## src/rtl/phase_stepper_pkg.sv

```systemverilog
// -----------------------------------------------------------------------------
// phase_pkg
// Shared definitions for the phase stepper and its panel-button front end:
//   - phase_e       : FSM state / phase encoding (PH_RR, PH_F, PH_WB; 3 illegal)
//   - DEF_*         : default parameter values (50 MHz board timing)
// -----------------------------------------------------------------------------
package phase_pkg;

    // Next phase to issue. The encoding doubles as the external phase output.
    typedef enum logic [1:0] {
        PH_RR  = 2'd0,
        PH_F   = 2'd1,
        PH_WB  = 2'd2,
        PH_BAD = 2'd3
    } phase_e;

    // 10 ms of stable level at 50 MHz.
    localparam int DEF_DEBOUNCE_CYCLES = 500000;
    // Half-second auto-run advance at 50 MHz.
    localparam int DEF_AUTO_DIV        = 25000000;

endpackage : phase_pkg

```

## src/rtl/phase_stepper_if.sv

```systemverilog
// -----------------------------------------------------------------------------
// phase_stepper_if
// Panel-side signal bundle of the phase stepper.
//   btn_step  : raw step button (asynchronous, bouncing, active-high)
//   auto_en   : 1 = auto-run, button ignored
//   wb_en     : gates the write-back strobe
//   stb_rr/stb_f/stb_wb : one-cycle phase strobes
//   phase     : next phase to issue (0 RR, 1 F, 2 WB)
//   busy      : instruction partially stepped
//   step_cnt  : completed-instruction count
// Handshake: there is no valid/ready pair here. Inputs are levels sampled every
// clock; each strobe is a single-cycle qualifier that the datapath must act on
// in the cycle it is high (no back-pressure exists).
// Modports: master = panel/stimulus side, slave = phase_stepper.
// -----------------------------------------------------------------------------
interface phase_stepper_if;
    logic       btn_step;
    logic       auto_en;
    logic       wb_en;
    logic       stb_rr;
    logic       stb_f;
    logic       stb_wb;
    logic [1:0] phase;
    logic       busy;
    logic [7:0] step_cnt;

    modport master (
        output btn_step, auto_en, wb_en,
        input  stb_rr, stb_f, stb_wb, phase, busy, step_cnt
    );

    modport slave (
        input  btn_step, auto_en, wb_en,
        output stb_rr, stb_f, stb_wb, phase, busy, step_cnt
    );
endinterface : phase_stepper_if

```

## src/rtl/phase_stepper_btn_debounce.sv

```systemverilog
// -----------------------------------------------------------------------------
// btn_debounce
// Synchronizes a raw push button, debounces it and emits a one-cycle pulse for
// every accepted rising level. Reusable for any panel button.
// Ports:
//   clk      : system clock
//   rst      : asynchronous, active-low reset
//   btn_i    : raw asynchronous button level
//   press_o  : registered one-cycle pulse per accepted press
// Parameter DEBOUNCE_CYCLES (>=1): consecutive cycles the synchronized level
// must differ from the accepted level before it is taken.
// -----------------------------------------------------------------------------
module btn_debounce #(
    parameter int DEBOUNCE_CYCLES = 500000
) (
    input  logic clk,
    input  logic rst,
    input  logic btn_i,
    output logic press_o
);

    localparam int CW = (DEBOUNCE_CYCLES > 1) ? $clog2(DEBOUNCE_CYCLES) : 1;
    localparam logic [CW-1:0] CNT_LAST = CW'(DEBOUNCE_CYCLES - 1);

    logic          sync1_q, sync2_q;
    logic [CW-1:0] cnt_q, cnt_d;
    logic          db_q, db_d;
    logic          db_dly_q;
    logic          press_q;

    // Debounce counter: any sample equal to the accepted level restarts the
    // qualification window, so only an unbroken run of differing samples wins.
    always_comb begin
        cnt_d = cnt_q;
        db_d  = db_q;
        if (sync2_q == db_q) begin
            cnt_d = '0;
        end else if (cnt_q == CNT_LAST) begin
            db_d  = sync2_q;
            cnt_d = '0;
        end else begin
            cnt_d = cnt_q + 1'b1;
        end
    end

    always_ff @(posedge clk or negedge rst) begin
        if (!rst) begin
            sync1_q  <= 1'b0;
            sync2_q  <= 1'b0;
            cnt_q    <= '0;
            db_q     <= 1'b0;
            db_dly_q <= 1'b0;
            press_q  <= 1'b0;
        end else begin
            sync1_q  <= btn_i;
            sync2_q  <= sync1_q;
            cnt_q    <= cnt_d;
            db_q     <= db_d;
            db_dly_q <= db_q;
            press_q  <= db_q & ~db_dly_q;
        end
    end

    assign press_o = press_q;

endmodule : btn_debounce

```

## src/rtl/phase_stepper.sv

```systemverilog
// -----------------------------------------------------------------------------
// phase_stepper
// Turns a debounced step button, or an auto-run timer, into the RR -> F -> WB
// phase strobes that step one datapath instruction, and counts completed
// instructions.
// Ports:
//   clk  : system clock
//   rst  : asynchronous, active-low reset
//   bus  : phase_stepper_if.slave (button/auto/wb_en in; strobes, phase, busy,
//          step_cnt out). All outputs are registered.
// Parameters: DEBOUNCE_CYCLES (>=1), AUTO_DIV (>=2).
// The FSM state register is driven straight out as bus.phase.
// -----------------------------------------------------------------------------
module phase_stepper
    import phase_pkg::*;
#(
    parameter int DEBOUNCE_CYCLES = DEF_DEBOUNCE_CYCLES,
    parameter int AUTO_DIV        = DEF_AUTO_DIV
) (
    input  logic            clk,
    input  logic            rst,
    phase_stepper_if.slave  bus
);

    localparam int DW = $clog2(AUTO_DIV);
    localparam logic [DW-1:0] DIV_LAST = DW'(AUTO_DIV - 1);

    logic          press;
    logic [DW-1:0] div_q, div_d;
    logic          tick;
    logic          advance;

    phase_e        state_q, state_d;
    logic          stb_rr_q, stb_rr_d;
    logic          stb_f_q,  stb_f_d;
    logic          stb_wb_q, stb_wb_d;
    logic          busy_q,   busy_d;
    logic [7:0]    cnt_q,    cnt_d;

    btn_debounce #(
        .DEBOUNCE_CYCLES (DEBOUNCE_CYCLES)
    ) u_btn (
        .clk     (clk),
        .rst     (rst),
        .btn_i   (bus.btn_step),
        .press_o (press)
    );

    // Auto divider: parked at 0 while disabled so a partial count never ticks
    // and the first tick after enabling always takes a full period.
    always_comb begin
        div_d = '0;
        if (bus.auto_en) begin
            div_d = (div_q == DIV_LAST) ? '0 : div_q + 1'b1;
        end
    end

    assign tick    = bus.auto_en & (div_q == DIV_LAST);
    // A button press during auto-run is dropped, never queued.
    assign advance = tick | (press & ~bus.auto_en);

    always_comb begin
        state_d  = state_q;
        stb_rr_d = 1'b0;
        stb_f_d  = 1'b0;
        stb_wb_d = 1'b0;
        cnt_d    = cnt_q;
        case (state_q)
            PH_RR: begin
                if (advance) begin
                    stb_rr_d = 1'b1;
                    state_d  = PH_F;
                end
            end
            PH_F: begin
                if (advance) begin
                    stb_f_d = 1'b1;
                    state_d = PH_WB;
                end
            end
            PH_WB: begin
                if (advance) begin
                    // The instruction completes whether or not WB is enabled.
                    stb_wb_d = bus.wb_en;
                    cnt_d    = cnt_q + 8'd1;
                    state_d  = PH_RR;
                end
            end
            default: begin
                // Illegal encoding: recover silently.
                state_d = PH_RR;
            end
        endcase
        busy_d = (state_d != PH_RR);
    end

    always_ff @(posedge clk or negedge rst) begin
        if (!rst) begin
            div_q    <= '0;
            state_q  <= PH_RR;
            stb_rr_q <= 1'b0;
            stb_f_q  <= 1'b0;
            stb_wb_q <= 1'b0;
            busy_q   <= 1'b0;
            cnt_q    <= 8'd0;
        end else begin
            div_q    <= div_d;
            state_q  <= state_d;
            stb_rr_q <= stb_rr_d;
            stb_f_q  <= stb_f_d;
            stb_wb_q <= stb_wb_d;
            busy_q   <= busy_d;
            cnt_q    <= cnt_d;
        end
    end

    assign bus.stb_rr   = stb_rr_q;
    assign bus.stb_f    = stb_f_q;
    assign bus.stb_wb   = stb_wb_q;
    assign bus.phase    = state_q;
    assign bus.busy     = busy_q;
    assign bus.step_cnt = cnt_q;

endmodule : phase_stepper

```

## src/flat_wrapper.sv

```systemverilog
// flat-port wrapper written by rule: the top's interface ports become plain ports
module phase_stepper_flat import phase_pkg::*;
#(
    parameter int DEBOUNCE_CYCLES = DEF_DEBOUNCE_CYCLES,
    parameter int AUTO_DIV        = DEF_AUTO_DIV
)
  (clk, rst, bus_btn_step, bus_auto_en, bus_wb_en, bus_stb_rr, bus_stb_f, bus_stb_wb, bus_phase, bus_busy, bus_step_cnt);
  phase_stepper_if bus_i ();
  input  logic clk;
  input  logic rst;
  input wire logic [$bits(bus_i.btn_step)-1:0] bus_btn_step;
  input wire logic [$bits(bus_i.auto_en)-1:0] bus_auto_en;
  input wire logic [$bits(bus_i.wb_en)-1:0] bus_wb_en;
  output wire logic [$bits(bus_i.stb_rr)-1:0] bus_stb_rr;
  output wire logic [$bits(bus_i.stb_f)-1:0] bus_stb_f;
  output wire logic [$bits(bus_i.stb_wb)-1:0] bus_stb_wb;
  output wire logic [$bits(bus_i.phase)-1:0] bus_phase;
  output wire logic [$bits(bus_i.busy)-1:0] bus_busy;
  output wire logic [$bits(bus_i.step_cnt)-1:0] bus_step_cnt;
  assign bus_i.btn_step = bus_btn_step;
  assign bus_i.auto_en = bus_auto_en;
  assign bus_i.wb_en = bus_wb_en;
  assign bus_stb_rr = bus_i.stb_rr;
  assign bus_stb_f = bus_i.stb_f;
  assign bus_stb_wb = bus_i.stb_wb;
  assign bus_phase = bus_i.phase;
  assign bus_busy = bus_i.busy;
  assign bus_step_cnt = bus_i.step_cnt;
  phase_stepper #(.DEBOUNCE_CYCLES(DEBOUNCE_CYCLES), .AUTO_DIV(AUTO_DIV)) u_core (.clk(clk), .rst(rst), .bus(bus_i));
endmodule
```

## config.mk

```make
export PLATFORM = sky130hd
export DESIGN_NAME = phase_stepper_flat
export DESIGN_NICKNAME = d
export VERILOG_FILES = /design/src/rtl/phase_stepper_pkg.sv /design/src/rtl/phase_stepper_if.sv /design/src/rtl/phase_stepper_btn_debounce.sv /design/src/rtl/phase_stepper.sv /design/src/flat_wrapper.sv
export SDC_FILE = /design/constraint.sdc
export NUM_CORES = 1
export LEC_CHECK = 0
export ABC_AREA = 1
export BUFFER_PORTS_ARGS = -buffer_cell sky130_fd_sc_hd__buf_2
export CAP_MARGIN = 5
export CORE_MARGIN = 2
export CORE_UTILIZATION = 50
export DETAILED_ROUTE_END_ITERATION = 16
export GPL_TIMING_DRIVEN = 0
export PLACE_DENSITY_LB_ADDON = 0.12
export SLEW_MARGIN = 0
export SYNTH_ARGS = -nofsm -noshare
export SYNTH_HDL_FRONTEND = slang
export SYNTH_SLANG_ARGS = --single-unit
export TNS_END_PERCENT = 20
```

## constraint.sdc

```tcl
create_clock -name clk -period 1.6 [get_ports clk]
set_input_delay 0.32 -clock clk [delete_from_list [all_inputs] [get_ports clk]]
set_output_delay 0.32 -clock clk [all_outputs]
set_load 0.005 [all_outputs]
```

# Word level (Yosys, flattened, before mapping)
# Index checks and enable logic that the tools add are counted.
dict set report word_totals {
  input_bits 5
  elab_cells 45
  reg_bits 63
  output_inout_bits 14
}
dict set report op_classes {
  n_reduce_logical 4
  addsub 3
  muxes 13
  n_eq_ne 5
  bitwise_logic 7
}
# cell n
set op_table {}
lappend op_table {{2-to-1 mux 25 bit} 2}
lappend op_table {{2-to-1 mux 19 bit} 2}
lappend op_table {{adder 25 x 1 -> 25 bit, second input constant} 1}
lappend op_table {{equality test 25 bit, second input constant} 1}
lappend op_table {{adder 19 x 1 -> 19 bit, second input constant} 1}
lappend op_table {{equality test 19 bit, second input constant} 1}
lappend op_table {{adder 8 x 1 -> 8 bit, second input constant} 1}
lappend op_table {{2-to-1 mux 2 bit} 3}
lappend op_table {{case mux 2 bit (3 select lines)} 1}
lappend op_table {{2-to-1 mux 1 bit} 5}
lappend op_table {{AND reduction 2 bit} 2}
lappend op_table {{bitwise AND 1 bit} 3}
lappend op_table {{inverter 1 bit} 3}
lappend op_table {{equality test 2 x 1 -> 1 bit, second input constant} 1}
lappend op_table {{equality test 2 bit, second input constant} 1}
lappend op_table {{zero test 2 bit} 1}
lappend op_table {{nonzero test 2 bit} 1}
lappend op_table {{equality test 1 bit} 1}
lappend op_table {{OR 1 bit} 1}

# Longest topological paths before layout
dict set report logic_depth {
  depth_word 6
  mapped_depth 10
  mapped_depth_nobuf 10
}

# Modules after synthesis
# A second synthesis with hierarchy kept.
dict set report unflattened {
  cells_unflattened 454
  hier_area_um2 3434.5
}
# mod cells_per_inst seq_area_each_um2 area_each_um2 instances
set modules_own_cells {}
lappend modules_own_cells {phase_stepper 303 975.9 2193.4 1}
lappend modules_own_cells {btn_debounce 151 600.6 1241.2 1}

# Least setup slack after synthesis
# Ideal clock, no wire load.
dict set report synth_timing {
  path_kind {flip-flop to flip-flop}
  start {register u_core.div_q[0]}
  end {register u_core.state_q[1] (netlist: u_core.bus.phase[1])}
  path_slack_ns 0.076
  stages_incl_launch_ff 11
  required_ns 1.479
  setup_ns 0.121
  arrival_time_ns 1.403
  n_path_buf 0
  period_less_slack_ns 1.524
  path_cell_list {dfrtp_1 > ha_1 > inv_2 > nor2_8 > nand2_4 > nor2_4 > nand2_4 > nand2_8 > nand2_1 > nand2_1 > o21ai_1}
}
dict set report synth_between {
  elab_chain_cells 5
  word_cells_on_any_way 7
  cone_classes {eq/ne: 1; mux: 4; bitwise: 2}
}
# item line_no
set synth_lines {}
lappend synth_lines {{start: declaration} phase_stepper.sv:29} ;# logic [DW-1:0] div_q, div_d;
lappend synth_lines {{start signal: assignment} phase_stepper.sv:107} ;# div_q <= div_d;
lappend synth_lines {{equality test 25 bit (*)} phase_stepper.sv:58} ;# assign tick = bus.auto_en & (div_q == DIV_LAST);
lappend synth_lines {{bitwise AND 1 bit (*)} phase_stepper.sv:58}
lappend synth_lines {{OR 1 bit (*)} phase_stepper.sv:60} ;# assign advance = tick | (press & ~bus.auto_en);
lappend synth_lines {{2-to-1 mux 2 bit, on equally long branches} {phase_stepper.sv:82, phase_stepper.sv:70, phase_stepper.sv:76}}
lappend synth_lines {{case mux 2 bit (3 select lines) (*)} phase_stepper.sv:68} ;# case (state_q)
lappend synth_lines {{named net u_core.state_d[1]} phase_stepper.sv:33} ;# phase_e state_q, state_d;
lappend synth_lines {{end signal: assignment} phase_stepper.sv:108} ;# state_q <= state_d;
lappend synth_lines {{end: declaration} phase_stepper.sv:33}
# The timed path passes the listed nets; every way through them passes the cells marked *.
# A chain may end at the register's enable or synchronous reset.

# Worst setup path in the final report
dict set report layout_timing {
  start {register u_core.div_q[0]}
  end {register u_core.cnt_q[7] (netlist: u_core.bus.step_cnt[7])}
}
dict set report layout_between {
  elab_chain_cells 4
}
# item line_no
set layout_lines {}
lappend layout_lines {{equality test 25 bit} phase_stepper.sv:58}
lappend layout_lines {{bitwise AND 1 bit} phase_stepper.sv:58}
lappend layout_lines {{OR 1 bit} phase_stepper.sv:60}
lappend layout_lines {{AND reduction 2 bit (no line)} n/a}
lappend layout_lines {{end signal: assignment} phase_stepper.sv:113} ;# cnt_q <= cnt_d;
lappend layout_lines {{end: declaration} phase_stepper.sv:38} ;# logic [7:0] cnt_q, cnt_d;
# Every way passes these cells.

==> qor.csv <==
stage;metric;value;unit
clock_tree;clockBufferDepth;2;
floorplan;start_util;0.518;
finish;antenna_cells;0;
grt;grt_pass1_vias;3061;
clock_tree;numCtsBuffers;9;
floorplan;fp-row-count;30;
yosys;yosys.area_share.adder;0.0106;
floorplan;die_x;88.1;um
critical_path;worst-path-stages;10;
sta;grt_setup_unrepaired;true;
sta;min_period_over_period;0.983;
yosys;yosys.area_share.simple;0.406;
grt;grt_max_degree;64;
yosys;synth_area;0.00354;sq mm
power_and_ir_drop;p_per_area;850;mW/mm^2
yosys;synth_edf_count;0;
detailed_routing;viasPerCell;5.09;
sta;relSlewSlack;0.462;
outcome;outcome;finished clean;
place;place_hpwl;5.76;mm
critical_path;cp-end-kind;register;
sta;fin_worst_skew;0.00719;ns
finish;layout.nets;537;
floorplan;dieArea;0.00776;sq mm
power_and_ir_drop;leakage;1.94;nW
clock_tree;cts_tree;built;
critical_path;start_kind;register;
grt;antenna_found_initial;0;
yosys;synth_seq_area_share;0.446;
critical_path;max_stage_delay;0.39;ns
critical_path;path_class;reg2reg;
finish;num-fill-cells;638;
yosys;synth_top_family_by_area;simple AND/OR/NAND/NOR gates;
grt;grt_pass1_wl;14.0;mm
place;gp_congestion;0.958;
clock_tree;cts-root-buf;clkbuf_8;
sta;layout_min_cycle_time;1.57;ns
critical_path;cp_max_fo;6;
run;drv_cap;0;
worst_hold_path;worstHoldPathType;in2async;
critical_path;required;1.84;ns
clock_tree;insertion_delay;0.35;ns
grt;overflow;0;
yosys;synth_flop_cell;dfrtp_1;
yosys;yosys_warnings;0;
finish;fin_area;0.00419;sq mm
sta;setup_viol;0;
detailed_routing;post_drt_wl_per_cell;13.5;um
critical_path;critPathArrivalTime;1.81;ns
finish;drive_above_1_share;0.169;
floorplan;core-area;0.00683;sq mm
critical_path;critical-path-top-delay-family;simple AND/OR/NAND/NOR gates;
sta;finalHoldViolCount;0;
critical_path;slowest_stage;dfrtp_1;
yosys;ys_async_sr_fraction;1.00;
grt;grt_use_total;0.234;
detailed_routing;wl;8.48;mm
critical_path;reg2regPathDepth;10;
detailed_routing;remaining_drc_errors;0;
detailed_routing;postRouteAntennaNets;0;
floorplan;io_pins;19;
sta;fmax;636;MHz
sta;setup_tns;0;ns
clock_tree;clock-sinks;63;
yosys;muxShareOfSynthArea;0;
yosys;syn_avg_cell_area;7.29;sq um
yosys;syn-num-nets;493;
clock_tree;htree_levels;3;
detailed_routing;dr.pass1.iters;5;
place;numPortBuffers;18;
critical_path;path_buf_inv;1;
place;placed_cell_area;0.00375;sq mm
floorplan;die_height;88.1;um
yosys;syn_inst;485;
yosys;synth_compound_area_frac;0.0195;
sta;hold_slack;0.0559;ns
power_and_ir_drop;ir_drop;0.720;mV
yosys;synth_xor_xnor_area_share;0.0495;
critical_path;cp_cell_sequence;ha_4, inv_6, nor2_8, nand2_4, nor2_4, nand2_4, nand2_8, nand3_2, nand2_1, nand2_1;
clock_tree;clkTransAtPathRegs;0.07;ns
sta;tightestPinTransition;0.807;ns
yosys;synth-seq-cells;63;
detailed_routing;num_vias;3206;
finish;fin_util;0.613;
finish;syn_to_final_growth;18.4;%
detailed_routing;first_iter_violations;173;
yosys;synth_cell_types;30;
sta;drv_slew;0;
==> synthesized netlist by cell type (2+ instances only) <==
| cell type | count | share of area |
|---|---|---|
| nand2_1 | 126 | 0.13 |
| nor2_1 | 118 | 0.13 |
| dfrtp_1 | 63 | 0.45 |
| inv_1 | 54 | 0.057 |
| nand3_1 | 32 | 0.045 |
| nand4_1 | 24 | 0.042 |
| xor2_1 | 15 | 0.037 |
| nor3_1 | 8 | 0.011 |
| a21oi_1 | 6 | 0.0085 |
| xnor2_1 | 5 | 0.012 |
| inv_2 | 4 | 0.0042 |
| nor2_2 | 4 | 0.0071 |
| ha_1 | 3 | 0.011 |
| nor3b_1 | 3 | 0.0064 |
| a211oi_1 | 2 | 0.0042 |
| nand2_4 | 2 | 0.0064 |
| o21ai_0 | 2 | 0.0028 |
| or2_2 | 2 | 0.0035 |
==> cell usage in the layout, fill, tap and decap left out, types with 5 or more instances in the layout <==
cell type  count
a21oi_1        6
buf_2         18
buf_4         12
clkbuf_8      13
dfrtp_1       62
inv_1         53
nand2_1      118
nand2_2        8
nand3_1       30
nand4_1       24
nor2_1       112
nor2_2         8
nor3_1         7
xnor2_1        5
xor2_1        15
==> per-stage QoR <==
step / std cells / power (mW) / setup WS [ns]
2_1_floorplan: 485 / 2.01 / 0.0760
5_1_grt: 630 / 3.75 / -0.0845
4_1_cts: 617 / 3.55 / 0.00423
3_3_place_gp: 599 / 2.18 / -0.172
6_report: 630 / 3.56 / 0.0267
3_5_place_dp: 599 / 2.20 / -0.163
==> worst paths after layout <==
path	startpoint	end	slack, ns
max	u_core.div_q[0]	u_core.bus.step_cnt[7]	0.03
min	rst	u_core.div_q[15]	0.06
max reg2reg	u_core.div_q[0]	u_core.bus.step_cnt[7]	0.03
min reg2reg	u_core.u_btn.sync1_q	u_core.u_btn.sync2_q	0.35
max in group asynchronous	rst	u_core.div_q[7]	1.00
min in group clk	bus_btn_step	u_core.u_btn.sync1_q	0.08
==> cells by family (layout without fill, tap and decap cells) <==
group / after synthesis / in the layout
simple gates: 326 / 328
xor+xnor: 20 / 20
flops: 63 / 63
buf+inv: 61 / 108
fa+ha+maj: 3 / 3
compound gates: 12 / 12
==> worst register-to-register path: cells and delay by family (launching register included) <==
family	cells	cell delay, ns
buf+inv	1	0.05
flops	1	0.39
fa+ha+maj	1	0.19
simple gates	8	0.83
==> timing repair <==
action	CTS	global route
endpoints found under the setup margin	39	37
gates cloned	1	2
resized for setup	7	21
pin swaps	2	6
hold buffers	0	0
buffers inserted	1	11
==> area by class of cell <==
class,instances,area (sq um),area share
flip-flops and latches,63,1580,0.377
inverters,58,223,0.0532
repair buffers,31,220,0.0526
clock buffers,13,179,0.0427
plain buffers,3,23.8,0.00568
multi-input cells,363,1830,0.437
well taps,96,120,0.0287
clock inverters,3,15.0,0.00359
==> routing by layer <==
layer | global-route usage | vias up | part of all wire | routed length, um
met2 | 0.381 | 69 | 0.48 | 4060
met5 | 0 | - | 0 | 0
met4 | 0.0716 | 0 | 0.011 | 89
met1 | 0.312 | 1508 | 0.47 | 3950
li1 | - | 1621 | - | -
met3 | 0.0566 | 8 | 0.044 | 373
==> power breakdown <==
group          switching [mW]  internal [mW]  leakage, nW
clock network           0.618          0.724        0.105
logic                   0.266          0.168        0.977
registers               0.100           1.68        0.862
==> sequential cells by signal, summed over array words and instances (netlist names) <==
register and cells:
u_core.bus.step_cnt 8, u_core.u_btn.press_o 1, u_core.bus.stb_rr 1, u_core.u_btn.sync2_q 1, u_core.bus.phase 2, u_core.bus.stb_f 1
u_core.bus.stb_wb 1, u_core.u_btn.db_dly_q 1, u_core.u_btn.sync1_q 1, u_core.bus.busy 1, u_core.u_btn.db_q 1, u_core.div_q 25
u_core.u_btn.cnt_q 19
(Power assumes the default switching activity.)
